File: config.mk
export PLATFORM = sky130hd
export DESIGN_NAME = csa_product_resolver
export DESIGN_NICKNAME = d
export VERILOG_FILES = /design/src/rtl/csa_product_resolver.sv
export SDC_FILE = /design/constraint.sdc
export NUM_CORES = 1
export LEC_CHECK = 0
export CAP_MARGIN = 10
export CELL_PAD_IN_SITES_DETAIL_PLACEMENT = 0
export CELL_PAD_IN_SITES_GLOBAL_PLACEMENT = 1
export CORE_MARGIN = 2
export CORE_UTILIZATION = 35
export CTS_BUF_LIST = sky130_fd_sc_hd__clkbuf_4 sky130_fd_sc_hd__clkbuf_8 sky130_fd_sc_hd__clkbuf_16
export CTS_CLUSTER_DIAMETER = 30
export DETAILED_ROUTE_END_ITERATION = 8
export GPL_TIMING_DRIVEN = 0
export PLACE_DENSITY = 0.77
export SKIP_CTS_REPAIR_TIMING = 1
export SLEW_MARGIN = 20
export SYNTH_ARGS = -nofsm -noshare
export SYNTH_HDL_FRONTEND = slang
export SYNTH_SLANG_ARGS = --single-unit
File: constraint.sdc
create_clock -name clk -period 2.5 [get_ports clk]
set_clock_uncertainty 0.05 [all_clocks]
set_input_delay 0.5 -clock clk [delete_from_list [all_inputs] [get_ports clk]]
set_output_delay 0.5 -clock clk [all_outputs]
set_load 0.05 [all_outputs]
File: src/rtl/csa_product_resolver.sv
// Final carry-propagate stage for the 8x8 Wallace multiplier: resolves the
// 11-bit carry-save pair x+y CHUNK bits per cycle and presents the 16-bit product.
module csa_product_resolver #(
   parameter int CHUNK = 4
) (
   input  logic        clk,
   input  logic        clrn,
   input  logic        in_valid,
   output logic        in_ready,
   input  logic [10:0] x,
   input  logic [10:0] y,
   input  logic [4:0]  z,
   output logic        out_valid,
   input  logic        out_ready,
   output logic [15:0] p,
   output logic        cout
);

   localparam int         NCYC     = (11 + CHUNK - 1) / CHUNK;
   // Width of the final, possibly truncated chunk; its carry lands at this bit.
   localparam int         REM      = 11 - (NCYC - 1) * CHUNK;
   localparam logic [4:0] LAST_OFF = 5'((NCYC - 1) * CHUNK);
   localparam logic [4:0] STEP     = 5'(CHUNK);

   typedef enum logic [1:0] {
      S_IDLE,
      S_ADD,
      S_DONE
   } state_t;

   state_t           r_state;
   state_t           w_next;

   logic [10:0]      r_x;
   logic [10:0]      r_y;
   logic [10:0]      r_res;
   logic [4:0]       r_z;
   logic [4:0]       r_off;
   logic             r_carry;
   logic             r_cout;

   logic             w_accept;
   logic             w_last;
   logic [CHUNK-1:0] w_xc;
   logic [CHUNK-1:0] w_yc;
   logic [CHUNK:0]   w_sum;
   logic [10:0]      w_ins;

   assign in_ready  = clrn & ((r_state == S_IDLE) | ((r_state == S_DONE) & out_ready));
   assign w_accept  = in_valid & in_ready;
   assign w_last    = (r_off == LAST_OFF);
   assign out_valid = (r_state == S_DONE);
   assign p         = {r_res, r_z};
   assign cout      = r_cout;

   // Bits above bit 10 shift in as zero, so the last chunk is naturally truncated.
   assign w_xc  = CHUNK'(r_x >> r_off);
   assign w_yc  = CHUNK'(r_y >> r_off);
   assign w_sum = {1'b0, w_xc} + {1'b0, w_yc} + {{CHUNK{1'b0}}, r_carry};
   assign w_ins = 11'({11'b0, w_sum[CHUNK-1:0]} << r_off);

   always_comb begin
      w_next = r_state;
      unique case (r_state)
         S_IDLE: if (w_accept) w_next = S_ADD;
         S_ADD:  if (w_last) w_next = S_DONE;
         S_DONE: begin
            if (w_accept)
               w_next = S_ADD;
            else if (out_ready)
               w_next = S_IDLE;
         end
         default: w_next = S_IDLE;
      endcase
   end

   always_ff @(posedge clk) begin
      if (!clrn)
         r_state <= S_IDLE;
      else
         r_state <= w_next;
   end

   always_ff @(posedge clk) begin
      if (!clrn) begin
         r_res   <= '0;
         r_z     <= '0;
         r_cout  <= 1'b0;
         r_carry <= 1'b0;
         r_off   <= '0;
      end else if (w_accept) begin
         r_res   <= '0;
         r_z     <= z;
         r_carry <= 1'b0;
         r_off   <= '0;
      end else if (r_state == S_ADD) begin
         r_res   <= r_res | w_ins;
         r_carry <= w_sum[CHUNK];
         r_off   <= r_off + STEP;
         if (w_last)
            r_cout <= w_sum[REM];
      end
   end

   // Operand copies need no reset: they are only read after a capture.
   always_ff @(posedge clk) begin
      if (w_accept) begin
         r_x <= x;
         r_y <= y;
      end
   end

endmodule

# [After elaboration in Yosys (flattened, before gate mapping)]
# Cells that the tools add are included.
[op_classes] n_mux=5 eq_ne=6 add_sub_neg=3 shift=3 bitwise_logic=7 n_reduce_logical=4
[ops] cell="11-bit by 5-bit right shift with 4-bit output" count=2
[ops] cell="11-bit OR" count=1
[ops] cell="4-bit by 5-bit << shifter with 11-bit output" count=1
[ops] cell="2-bit 2-to-1 mux" count=4
[ops] cell="2-bit one-hot mux with 3 select lines" count=1
[ops] cell="3-bit AND reduction" count=2
[ops] cell="4-bit by 4-bit adder with 5-bit output" count=1
[ops] cell="5-bit by 1-bit adder with 5-bit output" count=1
[ops] cell="5-bit by 3-bit adder with 5-bit output (second input constant)" count=1
[ops] cell="5-bit by 4-bit equality test with 1-bit output (second input constant)" count=1
[ops] cell="2-bit inequality test (second input constant)" count=2
[ops] cell="1-bit bitwise AND" count=3
[ops] cell="3-bit by 1-bit inequality test with 1-bit output (second input constant)" count=1
[ops] cell="2-bit by 1-bit equality test with 1-bit output (second input constant)" count=1
[ops] cell="2-bit equality test (second input constant)" count=1
[ops] cell="2-bit zero test" count=1
[ops] cell="1-bit inverter" count=2
[ops] cell="2-bit OR reduction" count=1
[ops] cell="1-bit OR" count=1
[word_totals] register_bits=47 output_inout_bits=19

# [Logic depth before layout (Yosys ltp)]
# Gate-level depths: netlist of the first run.
[logic_depth] depth_word=7 ltp_mapped=10 depth_no_buf=10

# [Worst setup path before layout of the first run]
# No wires, ideal clock.
[synth_timing] path_type="register -> register" startpoint="register r_off[3]" endpoint="register r_res[5]" required_ns=2.333 setup_slack_ns=0.265 n_path_buf=1 arrival_ns=2.068 stages_incl_launch_ff=10 setup_ns=0.117 cell_sequence="dfxtp_1 buf_2 mux2i_1 o21ai_0 nand2b_1 fa_1 inv_1 fa_1 a31oi_1 nor2_1"
[synth_between] elab_chain_cells=5 word_cells_on_any_way=6
[synth_rtl] item="start, declared" line="38" rtl="logic [4:0] r_off;"
[synth_rtl] item="start signal, assigned" line="99" rtl="r_off <= r_off + STEP;"
[synth_rtl] item="11-bit by 5-bit right shift with 4-bit output, on equally long branches" line="57, 58"
[synth_rtl] item="4-bit by 4-bit adder with 5-bit output" line="59" rtl="assign w_sum = {1'b0, w_xc} + {1'b0, w_yc} + {{CHUNK{1'b0}}, r_carry};"
[synth_rtl] item="5-bit by 1-bit adder with 5-bit output" line="59"
[synth_rtl] item="4-bit by 5-bit << shifter with 11-bit output *" line="60" rtl="assign w_ins = 11'({11'b0, w_sum[CHUNK-1:0]} << r_off);"
[synth_rtl] item="11-bit OR *" line="97" rtl="r_res <= r_res | w_ins;"
[synth_rtl] item="end signal, assigned" line="97"
[synth_rtl] item="end, declared" line="36" rtl="logic [10:0] r_res;"
# Mark *: on every way between the ends. The rest lies on a longest branch, timed or not.
# A chain may end at the register's enable or synchronous reset.

# [Worst setup path after layout of the first run]
[layout_timing] startpoint="input clrn" endpoint="output in_ready"
[layout_between] elab_chain_cells=1
[layout_rtl] item="start, declared" line="7" rtl="input logic clrn,"
[layout_rtl] item="1-bit bitwise AND" line="49" rtl="assign in_ready = clrn & ((r_state == S_IDLE) | ((r_state == S_DONE) & out_ready));"
[layout_rtl] item="end, declared" line="9" rtl="output logic in_ready,"
# No other way between the ends.

==> results of run 1 <==
-- routing by layer --
metal	wire (um)	vias to the layer above	global-route usage
met2	1540	30	0.197
met3	153	2	0.0372
met5	0	-	0
li1	-	679	-
met4	14	0	0.0368
met1	1580	578	0.148
-- per-stage QoR --
stage | total power, mW | utilization | setup TNS, ns | instance area (sq um) | hold slack (ns)
2_1_floorplan | 1.04 | - | 0 | 1910 | 0.428
3_3_place_gp | 1.15 | 0.478 | -0.498 | 2490 | 0.388
3_5_place_dp | 1.15 | 0.478 | -1.08 | 2490 | 0.391
4_1_cts | 1.58 | 0.495 | -0.590 | 2580 | 0.403
5_1_grt | 1.66 | 0.502 | 0 | 2610 | 0.446
6_report | 1.58 | 0.502 | 0 | 2610 | 0.398
-- power by group --
part	switching, mW	internal, mW	leakage, nW
clock network	0.230	0.205	0.0484
logic	0.171	0.146	0.548
registers	0.0179	0.808	0.392
-- path summary, 6_finish.rpt --
check / start / to / slack (ns) / cells after the start
worst min-delay path: r_res[3]$_SDFFE_PP0N_ / r_res[3]$_SDFFE_PP0N_ / 0.40 / 2
worst max register to register: r_off[3]$_SDFFE_PP0N_ / r_res[5]$_SDFFE_PP0N_ / 0.23 / 9
worst max-delay path: clrn / in_ready / 0.11 / 4
worst min register to register: r_res[3]$_SDFFE_PP0N_ / r_res[3]$_SDFFE_PP0N_ / 0.40 / 2
-- worst max-delay path, stage by stage --
cell             delay [ns]
clkdlybuf4s50_1        0.53
buf_2                  0.22
and3b_1                0.17
dlymetal6s2s_1         0.42
-- cell usage after synthesis, types with 3 or more instances --
library cell	n
ha_1	5
mux2i_1	13
nand2_1	11
dfxtp_1	23
o21ai_0	3
xor2_1	3
nor2b_1	6
inv_1	6
nor2_1	23
a21oi_1	11
a31oi_1	4
buf_2	5
edfxtp_1	22
-- area by class of cell --
cell class / instances / area, sq um / area share
Sequential cell: 45 / 1130 / 0.431
Multi-Input combinational cell: 106 / 753 / 0.288
Timing Repair Buffer: 49 / 493 / 0.189
Tap cell: 70 / 87.6 / 0.0335
Clock buffer: 6 / 76.3 / 0.0292
Buffer: 6 / 42.5 / 0.0163
Inverter: 6 / 22.5 / 0.00862
Clock inverter: 2 / 10.0 / 0.00383
-- kinds of logic (layout without fill, tap and decap cells) --
group	count (synthesis)	in the layout	synth area share
adders and majority gates	7	7	0.0537
xor gates and xnor gates	4	4	0.0183
AOI/OAI and AO/OA	28	28	0.0870
muxes	13	13	0.0681
buffers and inverters	12	69	0.0308
and+or+nand+nor	54	54	0.156
DFF	45	45	0.586
-- sequential cells by signal, summed over array words and instances, names as in the netlist --
name     cells
r_res       11
r_z          5
cout         1
r_y         11
r_x         11
r_state      2
r_off        3
r_carry      1
==> impl_metrics.tcl, run 1 <==
set metrics [dict create \
    fmax_ghz 0.418 \
    ys_warn_count 0 \
    setup_viol_count_final 0 \
    drc 0 \
    ant_nets 0 \
    ir_drop_mv 0.324 \
    p_leak_nw 0.988 \
    place_inst 282 \
    drt_iter0_drc 44 \
    synth-seq-cells 45 \
    drtPass1Iterations 4 \
    hold_class "reg -> reg" \
    final_cells 290 \
    yosysTopAreaCell "edfxtp_1" \
    period_share 0.958 \
    gp_congestion 0.715 \
    post-route-min-period_ns 2.39 \
    rsz0062_at_grt "false" \
    final_max_slew_viol_count 0 \
    die_w_um 77.9 \
    hold_viol 0 \
    dieArea_sq_um 6070 \
    grt_pass1_wl_mm 5.73 \
    netlist_area_sq_um 1910 \
    synth_cell_types 35 \
    pin_count 50 \
    die_h_um 77.9 \
    cp.required_ns 1.95 \
    final_common_cell "clkdlybuf4s50_1" \
    synthTopCellsByArea "edfxtp_1, dfxtp_1, mux2i_1" \
    groute.usage.overall 0.119 \
    wirelength_mm 3.30 \
    grt_max_degree 23 \
    power_density_nw_per_um2 604 \
    vias_per_cell 4.44 \
    drive_above_1_share 0.114 \
    drv_cap 0 \
    area_delta_synth_final_pct 36.6 \
    fin_nets 257 \
    nFillCells 494 \
    synth_area_per_cell_sq_um 11.7 \
    netlist.area_leader.share 0.346 \
    vias 1289 \
    synth.net_count 201 \
    max-slew-margin-rel 0.480 \
    grt-ovfl-total 0 \
    cts-root-buf "clkbuf_8" \
    cp_max_fo 10 \
    cts_tree "done" \
    port_buffers 49 \
    cts_buffer_depth 2 \
    syn_inst 163 \
    grt_antenna_before_repair 0 \
    cts.sinks 45 \
    synth_edf_count 22 \
    synth_ff_type "dfxtp_1" \
    status "complete, no violations" \
    preCtsSetupSlack_ns -0.296 \
    wl_per_cell_um 11.4 \
    crit_type "in -> out" \
    dp_hpwl_mm 2.48 \
    ys_async_sr_fraction 0 \
    floorplan.initialDensity 0.367 \
    diodes 0 \
    cts_buffers 5 \
    h-tree-depth 2 \
    mostFrequentLayoutCells "clkdlybuf4s50_1, nor2_1, edfxtp_1" \
    startpoint_type "input pin" \
    worstMarginPinSlew_ns 0.779 \
    endpoint_kind "output port" \
    ys_seq_area_frac 0.586 \
    clk_latency_ns 0.29 \
    cp.arrival_ns 1.84 \
    rows 26 \
    grt_pass1_vias 1310 \
    clk_pin_slew_ns 0.08 \
    setup_slack_ns 0.105 \
    core_area_sq_um 5200 \
]
(Power assumes the default switching activity.)
==> inputs of run 2 (changes only) <==
- CORE_UTILIZATION: 35 -> 34
- PLACE_DENSITY: 0.77 -> 0.78
- clock period: 2.5 -> 2.1 ns (I/O delays scaled with it)
==> run 2 against run 1 <==
  * The flow now finishes with violations (negative setup slack)
  * Die area is 2.8% higher
  * Clock power is 32% higher
  * Sequential share of layout area is 2.5 points lower
  * Critical path type is now reg -> reg
  * Largest power group unchanged
==> impl_metrics.tcl, run 2 (synthesis results as in run 1) <==
set metrics [dict create \
    status "complete, but fails checks" \
    violations "negative setup slack" \
    clk_pin_slew_ns 0.08 \
    area_delta_synth_final_pct 45.2 \
    port_buffers 49 \
    drtPass1Iterations 4 \
    startpoint "r_off[3]$_SDFFE_PP0N_" \
    cts_buffers 5 \
    wirelength_mm 3.69 \
    drive_above_1_share 0.197 \
    diodes 0 \
    die_h_um 79.0 \
    drt_iter0_drc 40 \
    p_leak_nw 1.05 \
    drv_cap 0 \
    hold_viol 0 \
    path_cells "buf_12, nor2b_4, buf_4, a21oi_1, nor2_1, ha_2, a21o_1, a31oi_4, xor2_2, o31ai_1" \
    vias_per_cell 4.49 \
    cts-root-buf "clkbuf_8" \
    preCtsSetupSlack_ns -0.520 \
    fmax_ghz 0.466 \
    cp.depth 10 \
    fin_nets 265 \
    period_share 1.02 \
    dieArea_sq_um 6240 \
    ir_drop_mv 0.403 \
    ant_nets 0 \
    p_total_mw 2.01 \
    clk_latency_ns 0.29 \
    cp.required_ns 2.24 \
    cts_tree "done" \
    cts_buffer_depth 2 \
    rrSetupSlack_ns -0.05 \
    grt_pass1_vias 1223 \
    whs_ns 0.395 \
    crit_buf_inv 2 \
    groute.usage.overall 0.117 \
    endpoint "r_res[7]$_SDFFE_PP0N_" \
    rsz0062_at_grt "true" \
    fin_util 0.507 \
    max-slew-margin-rel 0.660 \
    hold_class "reg -> reg" \
    post-route-min-period_ns 2.15 \
    grt_pass1_wl_mm 5.58 \
    grt_antenna_before_repair 0 \
    cp.arrival_ns 2.28 \
    core_area_sq_um 5470 \
    cp_top_family "compound AO/OA/AOI/OAI gates" \
    startpoint_type "flip-flop" \
    dp_hpwl_mm 2.53 \
    grt_max_degree 23 \
    drc 0 \
    cts.sinks 45 \
    reg2reg_from "r_off[3]$_SDFFE_PP0N_" \
    setup_slack_ns -0.0465 \
    final_common_cell "clkdlybuf4s50_1" \
    pin_count 50 \
    endpoint_kind "flip-flop" \
    top_regs "r_res: 11 flops, r_x: 11 flops, r_y: 11 flops" \
    r2r_end "r_res[7]$_SDFFE_PP0N_" \
    final_cells 300 \
    final_max_slew_viol_count 0 \
    cpPeakStageDelay_ns 0.38 \
    floorplan.initialDensity 0.349 \
    wl_per_cell_um 12.3 \
    power_density_nw_per_um2 723 \
    mostFrequentLayoutCells "clkdlybuf4s50_1, nor2_1, edfxtp_1" \
    reg2regPathDepth 10 \
    setup_viol_count_final 8 \
    gp_congestion 0.724 \
    place_inst 284 \
    rows 27 \
    h-tree-depth 2 \
    vias 1346 \
    grt-ovfl-total 0 \
    worstMarginPinSlew_ns 0.508 \
    cp_max_fo 4 \
    die_w_um 79.0 \
    slowest_stage "dfxtp_4" \
    crit_type "reg -> reg" \
]
==> run 2: final cells by class <==
class                   instances  area (sq um)
plain buffers                   6          56.3
inverters                       6          26.3
flip-flops and latches         45          1130
multi-input cells             106           797
repair buffers                 57           581
clock buffers                   8          97.6
fillers                       529          2700
well taps                      72          90.1
==> run 2: per-layer routing <==
layer	global-route usage	vias up	wire [um]
li1	-	696	-
met1	0.144	609	1620
met2	0.191	35	1840
met3	0.0330	6	177
met4	0.0517	0	56
met5	0	-	0
==> run 2: worst min path at each step <==
stage          cells past startpoint                     to             startpoint
2_1_floorplan                      2   r_carry$_SDFFE_PP0N_   r_carry$_SDFFE_PP0N_
3_3_place_gp                       2  r_res[3]$_SDFFE_PP0N_  r_res[3]$_SDFFE_PP0N_
3_5_place_dp                       2  r_res[3]$_SDFFE_PP0N_  r_res[3]$_SDFFE_PP0N_
4_1_cts                            2  r_res[3]$_SDFFE_PP0N_  r_res[3]$_SDFFE_PP0N_
5_1_grt                            2  r_res[3]$_SDFFE_PP0N_  r_res[3]$_SDFFE_PP0N_
6_report                           2  r_res[3]$_SDFFE_PP0N_  r_res[3]$_SDFFE_PP0N_
==> run 2: worst register-to-register path, stage by stage (launching register included) <==
cell and delay, ns:
dfxtp_4 0.38, buf_12 0.13, nor2b_4 0.14, buf_4 0.15, a21oi_1 0.06, nor2_1 0.10, ha_2 0.32, a21o_1 0.20
a31oi_4 0.18, xor2_2 0.23, o31ai_1 0.10
==> run 2: power by group <==
part	total (mW)	leakage (nW)	internal [mW]	switching, mW
sequential	0.982	0.392	0.961	0.0216
combinational	0.450	0.602	0.218	0.232
clock	0.574	0.0523	0.295	0.280
==> run 2: stage by stage <==
stage / setup TNS (ns) / cell area (sq um)
floorplan: 0 / 1930
detailed placement: -10.93 / 2510
CTS: -4.28 / 2610
global route: -1.24 / 2780
finish: -0.196 / 2780
global placement: -9.79 / 2510
==> inputs of run 3 (changes only) <==
- CORE_MARGIN: 2 -> not set
==> run 3 against run 2 <==
  * The run still ends with negative setup slack left
  * Sequential power hardly changed
  * Maximum frequency down 3.9%
  * Die area fell by 5.0%
  * Worst hold slack improved by 0.0037 ns
  * Largest power group unchanged
==> impl_metrics.tcl, run 3 (synthesis results as in run 1) <==
set metrics [dict create \
    status "complete, but fails checks" \
    violations "negative setup slack" \
    cts_tree "done" \
    diodes 0 \
    p_total_mw 2.06 \
    drive_above_1_share 0.204 \
    dp_hpwl_mm 2.46 \
    core_area_sq_um 5270 \
    cp.required_ns 2.22 \
    crit_type "reg -> reg" \
    grt_max_degree 23 \
    cts.sinks 45 \
    clk_latency_ns 0.30 \
    vias 1356 \
    final_max_slew_viol_count 0 \
    startpoint_type "flip-flop" \
    cts-root-buf "clkbuf_8" \
    mostFrequentLayoutCells "clkdlybuf4s50_1, nor2_1, edfxtp_1" \
    top_regs "r_res: 11 flops, r_x: 11 flops, r_y: 11 flops" \
    cts_buffers 5 \
    port_buffers 49 \
    drtPass1Iterations 4 \
    floorplan.initialDensity 0.363 \
    fmax_ghz 0.448 \
    power_density_nw_per_um2 735 \
    fin_nets 267 \
    h-tree-depth 2 \
    die_w_um 77.0 \
    holdPathStages 2 \
    ir_drop_mv 0.393 \
    drv_cap 0 \
    hold_class "reg -> reg" \
    r2r_end "cout$_SDFFE_PN0P_" \
    endpoint_kind "flip-flop" \
    grt_pass1_vias 1289 \
    die_h_um 77.0 \
    worstMarginPinSlew_ns 0.511 \
    fin_util 0.533 \
    rrSetupSlack_ns -0.13 \
    reg2reg_from "r_off[3]$_SDFFE_PP0N_" \
    setup_viol_count_final 8 \
    grt-ovfl-total 0 \
    setup_slack_ns -0.133 \
    wl_per_cell_um 12.2 \
    gp_congestion 0.738 \
    period_share 1.06 \
    p_leak_nw 1.07 \
    grt_pass1_wl_mm 5.96 \
    rsz0062_at_grt "true" \
    post-route-min-period_ns 2.23 \
    drc 0 \
    endpoint "cout$_SDFFE_PN0P_" \
    cp_max_fo 5 \
    wirelength_mm 3.65 \
    ant_nets 0 \
    groute.usage.overall 0.129 \
    cts_buffer_depth 2 \
    cp.arrival_ns 2.35 \
    grt_antenna_before_repair 0 \
    final_common_cell "clkdlybuf4s50_1" \
    dieArea_sq_um 5930 \
    clk_pin_slew_ns 0.08 \
    hold_viol 0 \
    vias_per_cell 4.52 \
    max-slew-margin-rel 0.659 \
    reg2regPathDepth 10 \
    rows 26 \
    startpoint "r_off[3]$_SDFFE_PP0N_" \
    pin_count 50 \
    area_delta_synth_final_pct 46.9 \
    whs_ns 0.399 \
    drt_iter0_drc 59 \
]
-- run 3: changes by cell type in the layout (fill, tap and decap cells not counted), sizes merged --
| cell | delta |
|---|---|
| buf | +2 |
| clkinv | +1 |
| clkbuf | -1 |
-- run 3: cell type report --
cell class                 instances  area (sq um)
clock inverter                     1          5.00
fill                             480          2460
tap                               70          87.6
sequential                        45          1130
buffer                             6          53.8
multi-input combinational        106           810
clock buffer                       7           101
timing repair buffer              59           596
inverter                           6          26.3
-- run 3: critical path, stage by stage, from the launching register on --
cell	delay (ns)
dfxtp_4	0.40
buf_12	0.13
mux2i_1	0.18
nor2_1	0.05
a21oi_1	0.13
nor2_1	0.06
ha_1	0.33
a21o_1	0.22
a31oi_4	0.19
xor2_2	0.25
o22ai_1	0.11
-- run 3: where the power goes --
group          internal (mW)  total (mW)  leakage (nW)  switching (mW)
Sequential             0.961       0.982         0.392          0.0215
Combinational          0.231       0.476         0.617           0.244
Clock                  0.318       0.604        0.0568           0.286
-- run 3: through the flow --
step,cells,TNS [ns],setup WS (ns),cell area [sq um]
CTS,290,-4.80,-0.521,2610
floorplan,163,0,0.00915,1930
finish,300,-0.477,-0.133,2810
global placement,282,-9.86,-0.530,2510
detailed placement,282,-11.64,-0.517,2510
global route,300,-1.75,-0.282,2810
-- run 3: how the worst min path moves through the flow --
| stage | slack (ns) | start | end |
|---|---|---|---|
| 2_1_floorplan | 0.43 | r_carry$_SDFFE_PP0N_ | r_carry$_SDFFE_PP0N_ |
| 3_3_place_gp | 0.38 | r_res[3]$_SDFFE_PP0N_ | r_res[3]$_SDFFE_PP0N_ |
| 3_5_place_dp | 0.39 | r_res[3]$_SDFFE_PP0N_ | r_res[3]$_SDFFE_PP0N_ |
| 4_1_cts | 0.41 | r_res[3]$_SDFFE_PP0N_ | r_res[3]$_SDFFE_PP0N_ |
| 5_1_grt | 0.43 | r_res[3]$_SDFFE_PP0N_ | r_res[3]$_SDFFE_PP0N_ |
| 6_report | 0.40 | r_res[3]$_SDFFE_PP0N_ | r_res[3]$_SDFFE_PP0N_ |
-- run 3: layer usage --
layer	vias to the layer above	GRT usage	wire, um	part of all wire
met5	-	0	0	0
met4	0	0.0396	34	0.0093
met3	4	0.0440	191	0.052
met2	44	0.213	1870	0.51
met1	613	0.159	1550	0.42
li1	695	-	-	-
